**src/rtl/aes_ctr_xcrypt.sv**
```systemverilog
// aes_ctr_xcrypt: AES-CTR XOR stage that prefetches {nonce, counter} pads into a small FIFO and XORs them onto data beats.
module aes_ctr_xcrypt #(
  parameter int          PAD_FIFO_DEPTH = 2,
  parameter logic [31:0] INIT_COUNTER   = 32'd1
) (
  input  logic         clk,
  input  logic         rst,
  input  logic [95:0]  cmd_nonce,
  input  logic         cmd_val,
  output logic         cmd_rdy,
  input  logic [127:0] in_data,
  input  logic         in_last,
  input  logic         in_val,
  output logic         in_rdy,
  output logic [127:0] out_data,
  output logic         out_last,
  output logic         out_val,
  input  logic         out_rdy,
  output logic [95:0]  aes_nonce,
  output logic [31:0]  aes_counter,
  output logic         aes_req_val,
  input  logic         aes_req_rdy,
  input  logic [127:0] aes_pad,
  input  logic         aes_pad_val,
  output logic         aes_pad_rdy,
  output logic         busy,
  output logic         ctr_wrap
);
  localparam int AW = PAD_FIFO_DEPTH > 1 ? $clog2(PAD_FIFO_DEPTH) : 1;
  localparam int CW = $clog2(PAD_FIFO_DEPTH + 1);
  typedef enum logic [1:0] {IDLE, RUN, DRAIN} state_t;
  state_t        state_q;
  logic [127:0]  mem_q [PAD_FIFO_DEPTH];
  logic [AW-1:0] rd_q, wr_q, rd_nxt, wr_nxt;
  logic [CW-1:0] cnt_q;
  logic [31:0]   ctr_q;
  logic [95:0]   nonce_q;
  logic          pend_q, wrap_q, ne, req_hs, pad_hs, xfer, flush, push;
  assign ne          = (state_q == RUN) && (cnt_q != '0);
  assign cmd_rdy     = state_q == IDLE;
  assign in_rdy      = out_rdy & ne;
  assign out_val     = in_val & ne;
  assign out_data    = ne ? in_data ^ mem_q[rd_q] : '0;
  assign out_last    = in_last;
  // single outstanding request; credit = free FIFO slots not already promised
  assign aes_req_val = (state_q == RUN) && !pend_q && (cnt_q < CW'(PAD_FIFO_DEPTH));
  assign aes_nonce   = nonce_q;
  assign aes_counter = aes_req_val ? ctr_q : '0;
  assign aes_pad_rdy = pend_q;
  assign busy        = state_q != IDLE;
  assign ctr_wrap    = wrap_q;
  assign req_hs      = aes_req_val & aes_req_rdy;
  assign pad_hs      = aes_pad_val & aes_pad_rdy;
  assign xfer        = in_val & in_rdy;
  assign flush       = xfer & in_last;
  assign push        = pad_hs & (state_q == RUN) & ~flush;
  assign rd_nxt      = (rd_q == AW'(PAD_FIFO_DEPTH - 1)) ? '0 : rd_q + AW'(1);
  assign wr_nxt      = (wr_q == AW'(PAD_FIFO_DEPTH - 1)) ? '0 : wr_q + AW'(1);
  always_ff @(posedge clk) begin
    if (push) mem_q[wr_q] <= aes_pad;
  end
  always_ff @(posedge clk) begin
    if (rst) begin
      state_q <= IDLE;
      cnt_q   <= '0;
      rd_q    <= '0;
      wr_q    <= '0;
      pend_q  <= 1'b0;
      ctr_q   <= INIT_COUNTER;
      nonce_q <= '0;
      wrap_q  <= 1'b0;
    end else begin
      if (push) wr_q <= wr_nxt;
      if (xfer) rd_q <= rd_nxt;
      cnt_q <= cnt_q + CW'(push) - CW'(xfer);
      if (req_hs) begin
        pend_q <= 1'b1;
        ctr_q  <= ctr_q + 32'd1;
        if (ctr_q == '1) wrap_q <= 1'b1;
      end
      if (pad_hs) pend_q <= 1'b0;
      case (state_q)
        IDLE: if (cmd_val) begin
          nonce_q <= cmd_nonce;
          ctr_q   <= INIT_COUNTER;
          wrap_q  <= 1'b0;
          state_q <= RUN;
        end
        RUN: if (flush) begin
          state_q <= DRAIN;
          cnt_q   <= '0;
          rd_q    <= '0;
          wr_q    <= '0;
        end
        DRAIN: if (!pend_q || pad_hs) state_q <= IDLE;
        default: state_q <= IDLE;
      endcase
    end
  end
endmodule

```
**config.mk**
```make
export PLATFORM = sky130hd
export DESIGN_NAME = aes_ctr_xcrypt
export DESIGN_NICKNAME = d
export VERILOG_FILES = /design/src/rtl/aes_ctr_xcrypt.sv
export SDC_FILE = /design/constraint.sdc
export NUM_CORES = 1
export LEC_CHECK = 0
export BUFFER_PORTS_ARGS = -buffer_cell sky130_fd_sc_hd__buf_2
export CORE_AREA = 3 3 239 241
export DETAILED_ROUTE_END_ITERATION = 16
export DIE_AREA = 0 0 242 244
export GPL_TIMING_DRIVEN = 0
export PLACE_DENSITY = 0.49
export SLEW_MARGIN = 10
export SYNTH_ARGS = -nofsm -noshare
export SYNTH_HDL_FRONTEND = slang
export SYNTH_SLANG_ARGS = --single-unit
```
**constraint.sdc**
```tcl
create_clock -name clk -period 8.2 [get_ports clk]
set_clock_uncertainty 0.2 [all_clocks]
set_input_delay 1.23 -clock clk [delete_from_list [all_inputs] [get_ports clk]]
set_output_delay 1.23 -clock clk [all_outputs]
set_load 0.05 [all_outputs]
```
==> impl_metrics.yaml, run 1 <==
drt:
  drt_iter0_markers: 563
  post_drt_via_cell_ratio: 4.412
  drc: 0
  firstDrtPassIters: 5
  num_vias: 12450
  wl_um: 51490
  postRouteAntennaNets: 0
  drt-wirelength-per-cell_um: 18.24
min_path:
  hp-class: "flip-flop to flip-flop"
  min_from: "aes_nonce[48]"
logic_synthesis:
  synth_area_um2: 16080
  synth.distinct_cells: 34
  synth_cells: 1353
  yosysTopAreaCell: "edfxtp_1"
  synth-edff-count: 256
  yosys_warnings: 0
  ys_seq_area_share_pct: 64.74
  synth_area_leaders: "edfxtp_1 48%, dfxtp_1 17%, mux2i_1 8.0%"
  netlist.area_leader.share_pct: 47.81
  ys_seq_elements: 392
  async_reset_ff_share_pct: 0
  ys.flop_type: "edfxtp_1"
  syn_nets: 1718
  syn_avg_cell_area_um2: 11.88
grt:
  grt_max_degree: 49
  grt_pass1_vias: 12660
  antenna_found_initial: 18
  grtUsageTotal_pct: 16.60
  grt_pass1_wl_um: 75750
  gr-total-overflow: 0
worst_setup_path:
  startpoint: "rd_q"
  crit_type: "flip-flop to output pin"
  required_ps: 6770
  start_kind: "flip-flop"
  arrival_ps: 3440
  crit_fanout: 10
  r2r_start: "aes_pad_rdy"
  endpoint_kind: "output pin"
place:
  dpl_cell_area_um2: 20260
  dp_hpwl_um: 40020
  gp_congestion: 0.9414
  io_buffers: 622
floorplan:
  start_util_pct: 29.19
  dieWidth_um: 242
  rows: 86
  dieArea_um2: 59050
  fp.dieH_um: 244
  io_pins: 624
  coreArea_um2: 55090
status:
  outcome: "finished, final reports clean"
final_layout:
  seqCellArea_um2: 10410
  drive_above_1_share_pct: 34.26
  fin_nets: 2392
  multi_input_area_um2: 5323
  fillers: 5585
  final_util_pct: 39.46
  postLayoutCellArea_um2: 21740
  syn_to_final_growth_pct: 35.21
clock_tree:
  clk_pin_slew_worst_paths_ps: 60
  postCtsHoldBufs: 0
  root_buffer: "clkbuf_16"
  postCtsSetupRepairBufs: 0
  cts_resized: 0
  clockBufferDepth: 3
  cts_buffers: 46
  worstSkewPairLatency_ps: 560
  clock-sinks: 392
  cts_max_level: 2
  cts_tree: "done"
sta:
  setup_viol: 0
  rsz0062_at_grt: "false"
  hold_violations: 0
  setup-tns-final_ps: 0
  slew_violations: 0
  tightest_slew_ps: 1125
  period_share_pct: 59.40
  slew_headroom_pct: 25.00
  fin_crit_ps: 4871
  max_clock_freq_mhz: 205.3
pwr:
  power.leakage_nw: 8.762
  power_density_nw_per_um2: 206.4
  ir_drop_uv: 146.9
job:
  max-cap-violations: 0
-- sequential cells by signal (all words and copies together), names as in the netlist --
name,count
aes_nonce,96
rd_q,1
ctr_wrap,1
mem_q,256
aes_pad_rdy,1
cnt_q,2
wr_q,1
ctr_q,32
state_q,2
-- layer usage --
| metal | track usage [%] | vias up | part of all wire (%) |
|---|---|---|---|
| li1 | - | 6073 | - |
| met1 | 19.58 | 5862 | 41 |
| met2 | 29.28 | 414 | 50 |
| met3 | 4.211 | 97 | 6.1 |
| met4 | 5.976 | 8 | 3.2 |
| met5 | 0 | - | 0.12 |
-- cells by family after synthesis --
| kind of cell | after synthesis | synth area share, % |
|---|---|---|
| compound gates | 150 | 4.957 |
| xor+xnor | 139 | 7.571 |
| fa+ha+maj | 5 | 0.3891 |
| buf+inv | 92 | 2.311 |
| flops | 392 | 64.74 |
| mux | 128 | 7.968 |
| simple gates | 447 | 12.06 |
-- final timing paths --
path                         to  slack [ps]  cells after the start
setup / recovery  out_data[120]        3330                      7
hold / removal    aes_nonce[48]         250                      2
setup reg to reg      ctr_q[18]        5460                      7
hold reg to reg   aes_nonce[48]         250                      2
-- power by group --
group / internal [mW] / leakage, nW / switching (mW)
Clock: 1.16 / 0.711 / 0.793
Combinational: 0.126 / 4.64 / 0.254
Sequential: 2.14 / 3.41 / 0.0172
Total: 3.42 / 8.76 / 1.06
-- placed cells by master (no fill, tap or decap), types with 3 or more instances in the layout --
cell       synthesis  final
buf_2              0    622
edfxtp_1         256    256
nand2_1          205    205
nor2_1           151    151
dfxtp_1          136    136
xor2_1           132    132
mux2i_1          128    128
a21oi_1          122    122
clkbuf_1          58     67
clkbuf_16          0     47
and2_1            27     27
buf_1             16     16
diode_2            0     14
inv_1             14     14
or4_1             14     14
nand4_1           13     13
o31ai_1           13     13
o21ai_0           11     11
or3_1             11     11
clkinv_2           0     11
nand3_1            8      8
xnor2_1            7      7
clkinv_1           0      5
nor4_1             4      4
buf_16             0      4
and4_1             3      3
buf_6              3      3
ha_1               5      3
inv_6              0      3
bufinv_16          0      3
-- Yosys cell counts, types with 8 or more instances --
library cell / n
a21oi_1: 122
and2_1: 27
buf_1: 16
clkbuf_1: 58
dfxtp_1: 136
edfxtp_1: 256
inv_1: 14
mux2i_1: 128
nand2_1: 205
nand3_1: 8
nand4_1: 13
nor2_1: 151
o21ai_0: 11
o31ai_1: 13
or3_1: 11
or4_1: 14
xor2_1: 132
-- per-stage QoR --
| step | hold WS, ps | setup slack (ps) | instances | power [mW] |
|---|---|---|---|---|
| floorplan | 251.9 | 2933 | 1353 | 2.400 |
| global placement | 240.1 | 511.1 | 2723 | 2.569 |
| detailed placement | 243.9 | 3629 | 2727 | 2.575 |
| CTS | 252.4 | 2987 | 2809 | 4.563 |
| global route | 271.3 | 2925 | 2821 | 4.666 |
| finish | 250.2 | 3329 | 2823 | 4.487 |
-- critical path: stages (launching register included) --
cell	delay, ps
dfxtp_1	350
clkbuf_1	130
clkbuf_1	610
buf_1	790
mux2i_1	410
xor2_1	110
nor2_1	170
buf_2	300
-- final cells by class --
class | count | share of cell area [%]
antenna | 14 | 0.1611
buffer | 78 | 1.468
clock buffer | 58 | 5.692
clock inverter | 24 | 0.9438
inverter | 14 | 0.2417
multi-input combinational | 869 | 24.48
sequential | 392 | 47.88
tap | 748 | 4.305
timing repair buffer | 626 | 14.83
(Power assumes the default switching activity.)
==> run 2: changes to the inputs <==
--- a/config.mk
+++ b/config.mk
@@ -6,11 +6,11 @@
 export NUM_CORES = 1
 export LEC_CHECK = 0
 export BUFFER_PORTS_ARGS = -buffer_cell sky130_fd_sc_hd__buf_2
-export CORE_AREA = 3 3 239 241
+export CORE_AREA = 3 3 240 242
 export DETAILED_ROUTE_END_ITERATION = 16
-export DIE_AREA = 0 0 242 244
+export DIE_AREA = 0 0 243 245
 export GPL_TIMING_DRIVEN = 0
-export PLACE_DENSITY = 0.49
+export PLACE_DENSITY = 0.51
 export SLEW_MARGIN = 10
 export SYNTH_ARGS = -nofsm -noshare
 export SYNTH_HDL_FRONTEND = slang
==> constraint.sdc (replaced) <==
create_clock -name clk -period 4 [get_ports clk]
set_clock_uncertainty 0.2 [all_clocks]
set_input_delay 0.6 -clock clk [delete_from_list [all_inputs] [get_ports clk]]
set_output_delay 0.6 -clock clk [all_outputs]
set_load 0.05 [all_outputs]
==> run 2 against run 1 <==
Against the previous run:
- first-iteration DRC count decreased by 1.4%
- highest routed layer is now met4
- total power increased by 110%
- die area increased by 0.82%
- global-route usage decreased by 0.16 points
- register-to-register slack got worse by 4300 ps
- worst setup slack got worse by 3000 ps
- non-clock buffer count increased by 102
- hold slack got worse by 200 ps
- largest cell class unchanged
- cell area increased by 5.1%
- wire length decreased by 0.26%
- critical path depth unchanged
- clock power increased by 120%
==> impl_metrics.yaml, run 2 (same netlist as run 1, synthesis figures left out) <==
status:
  outcome: "finished, final reports clean"
floorplan:
  rows: 86
  dieArea_um2: 59540
  coreArea_um2: 55310
  fp.dieH_um: 245
  start_util_pct: 29.07
  io_pins: 624
  dieWidth_um: 243
grt:
  grt_max_degree: 48
  antenna_found_initial: 3
  gr-total-overflow: 0
  grtUsageTotal_pct: 16.44
  grt_pass1_wl_um: 76040
  grt_pass1_vias: 13040
final_layout:
  layout_common_cells: "623 x buf_2, 256 x edfxtp_1, 205 x nand2_1"
  final_common_cell: "buf_2"
  regMostFlops: "mem_q"
  syn_to_final_growth_pct: 42.06
  drive_above_1_share_pct: 33.27
  largest_reg_flops: 256
  fin_nets: 2492
job:
  max-cap-violations: 0
pwr:
  total_power_mw: 9.512
  power.leakage_nw: 9.257
  ir_drop_uv: 293.9
  power_density_nw_per_um2: 416.4
drt:
  post_drt_via_cell_ratio: 4.392
  drt_iter0_markers: 555
  drc: 0
  postRouteAntennaNets: 0
  firstDrtPassIters: 5
  drt-wirelength-per-cell_um: 17.64
  num_vias: 12780
  wl_um: 51360
worst_setup_path:
  required_ps: 3200
  start_kind: "flip-flop"
  r2r_setup_slack_ps: 1190
  crit_fanout: 10
  endpoint_kind: "output pin"
  max_stage_delay_ps: 540
  cp_slowest_cell: "clkdlybuf4s15_2"
  arrival_ps: 2920
  critPathTopFamily: "buffers and inverters"
  crit_type: "flip-flop to output pin"
  cp_num_buf_inv: 4
  cp_cell_sequence: "clkbuf_1 -> clkbuf_2 -> clkdlybuf4s15_2 -> mux2i_1 -> xor2_1 -> nor2_1 -> buf_2"
sta:
  setup_viol: 0
  slew_headroom_pct: 48.03
  hold_violations: 0
  fin_crit_ps: 3721
  max_clock_freq_mhz: 268.8
  tightest_slew_ps: 779.6
  slew_violations: 0
  rsz0062_at_grt: "false"
  fin_ws_ps: 279.4
  period_share_pct: 93.01
place:
  dp_slack_ps: 53.44
  gp_congestion: 0.9294
  io_buffers: 622
  dp_hpwl_um: 39340
min_path:
  hp-class: "input pin to flip-flop"
clock_tree:
  cts_buffers: 44
  clockBufferDepth: 3
  clk_pin_slew_worst_paths_ps: 50
  clock-sinks: 392
  cts_max_level: 2
  root_buffer: "clkbuf_16"
  cts_tree: "done"
  worstSkewPairLatency_ps: 550
run 2: changes by cell type in the layout (fill, tap and decap cells not counted), moves of 5 or more:
cell,delta
buf_1,-8
clkbuf_1,-6
dlygate4sd3_1,+102
bufinv_16,+5
diode_2,-12
clkbuf_2,+9
run 2: per-layer routing:
metal / wire (um) / GRT usage (%)
met3: 2435 / 2.862
met5: 0 / 0
met2: 26350 / 29.39
met4: 1037 / 4.886
met1: 21540 / 20.31
run 2: stage by stage:
stage | instance area, um^2 | hold WS [ps] | instances | utilization [%] | setup TNS [ps]
6_report | 22840 | 47.26 | 2911 | 41.30 | 0
5_1_grt | 22840 | 3.377 | 2911 | 41.30 | 0
4_1_cts | 22830 | 0.1038 | 2909 | 41.27 | 0
3_5_place_dp | 20260 | 244.6 | 2727 | 36.64 | 0
3_3_place_gp | 20130 | 240.2 | 2723 | 36.39 | -760760
2_1_floorplan | 16080 | 251.9 | 1353 | - | -168420
run 2: final cells by class:
class / count / area, um^2
diodes: 2 / 5.005
plain buffers: 78 / 339.1
clock buffers: 54 / 1190
clock inverters: 26 / 342.8
fillers: 5483 / 32470
inverters: 14 / 52.55
multi-input cells: 869 / 5323
flip-flops and latches: 392 / 10410
well taps: 748 / 935.9
repair buffers: 728 / 4244
run 2: timing repair:
action,in CTS,in global routing
pin swaps,0,0
hold buffers,102,0
hold endpoints to repair,198,0
endpoints found under the setup margin,109,21
gates resized for setup,5,11
setup buffers,0,0
run 2: power breakdown:
part	internal (mW)	switching, mW	total (mW)
logic	0.324	0.539	0.863
registers	4.38	0.0355	4.41
clock network	2.63	1.61	4.24
total	7.33	2.18	9.51
run 2: worst paths after layout:
kind / start / endpoint / cells after the start
worst min-delay path: aes_pad[31] / mem_q[0][31] / 1
worst max-delay path: rd_q / out_data[123] / 7
worst max register to register: state_q[1] / aes_nonce[24] / 7
worst min register to register: aes_nonce[2] / aes_nonce[2] / 2
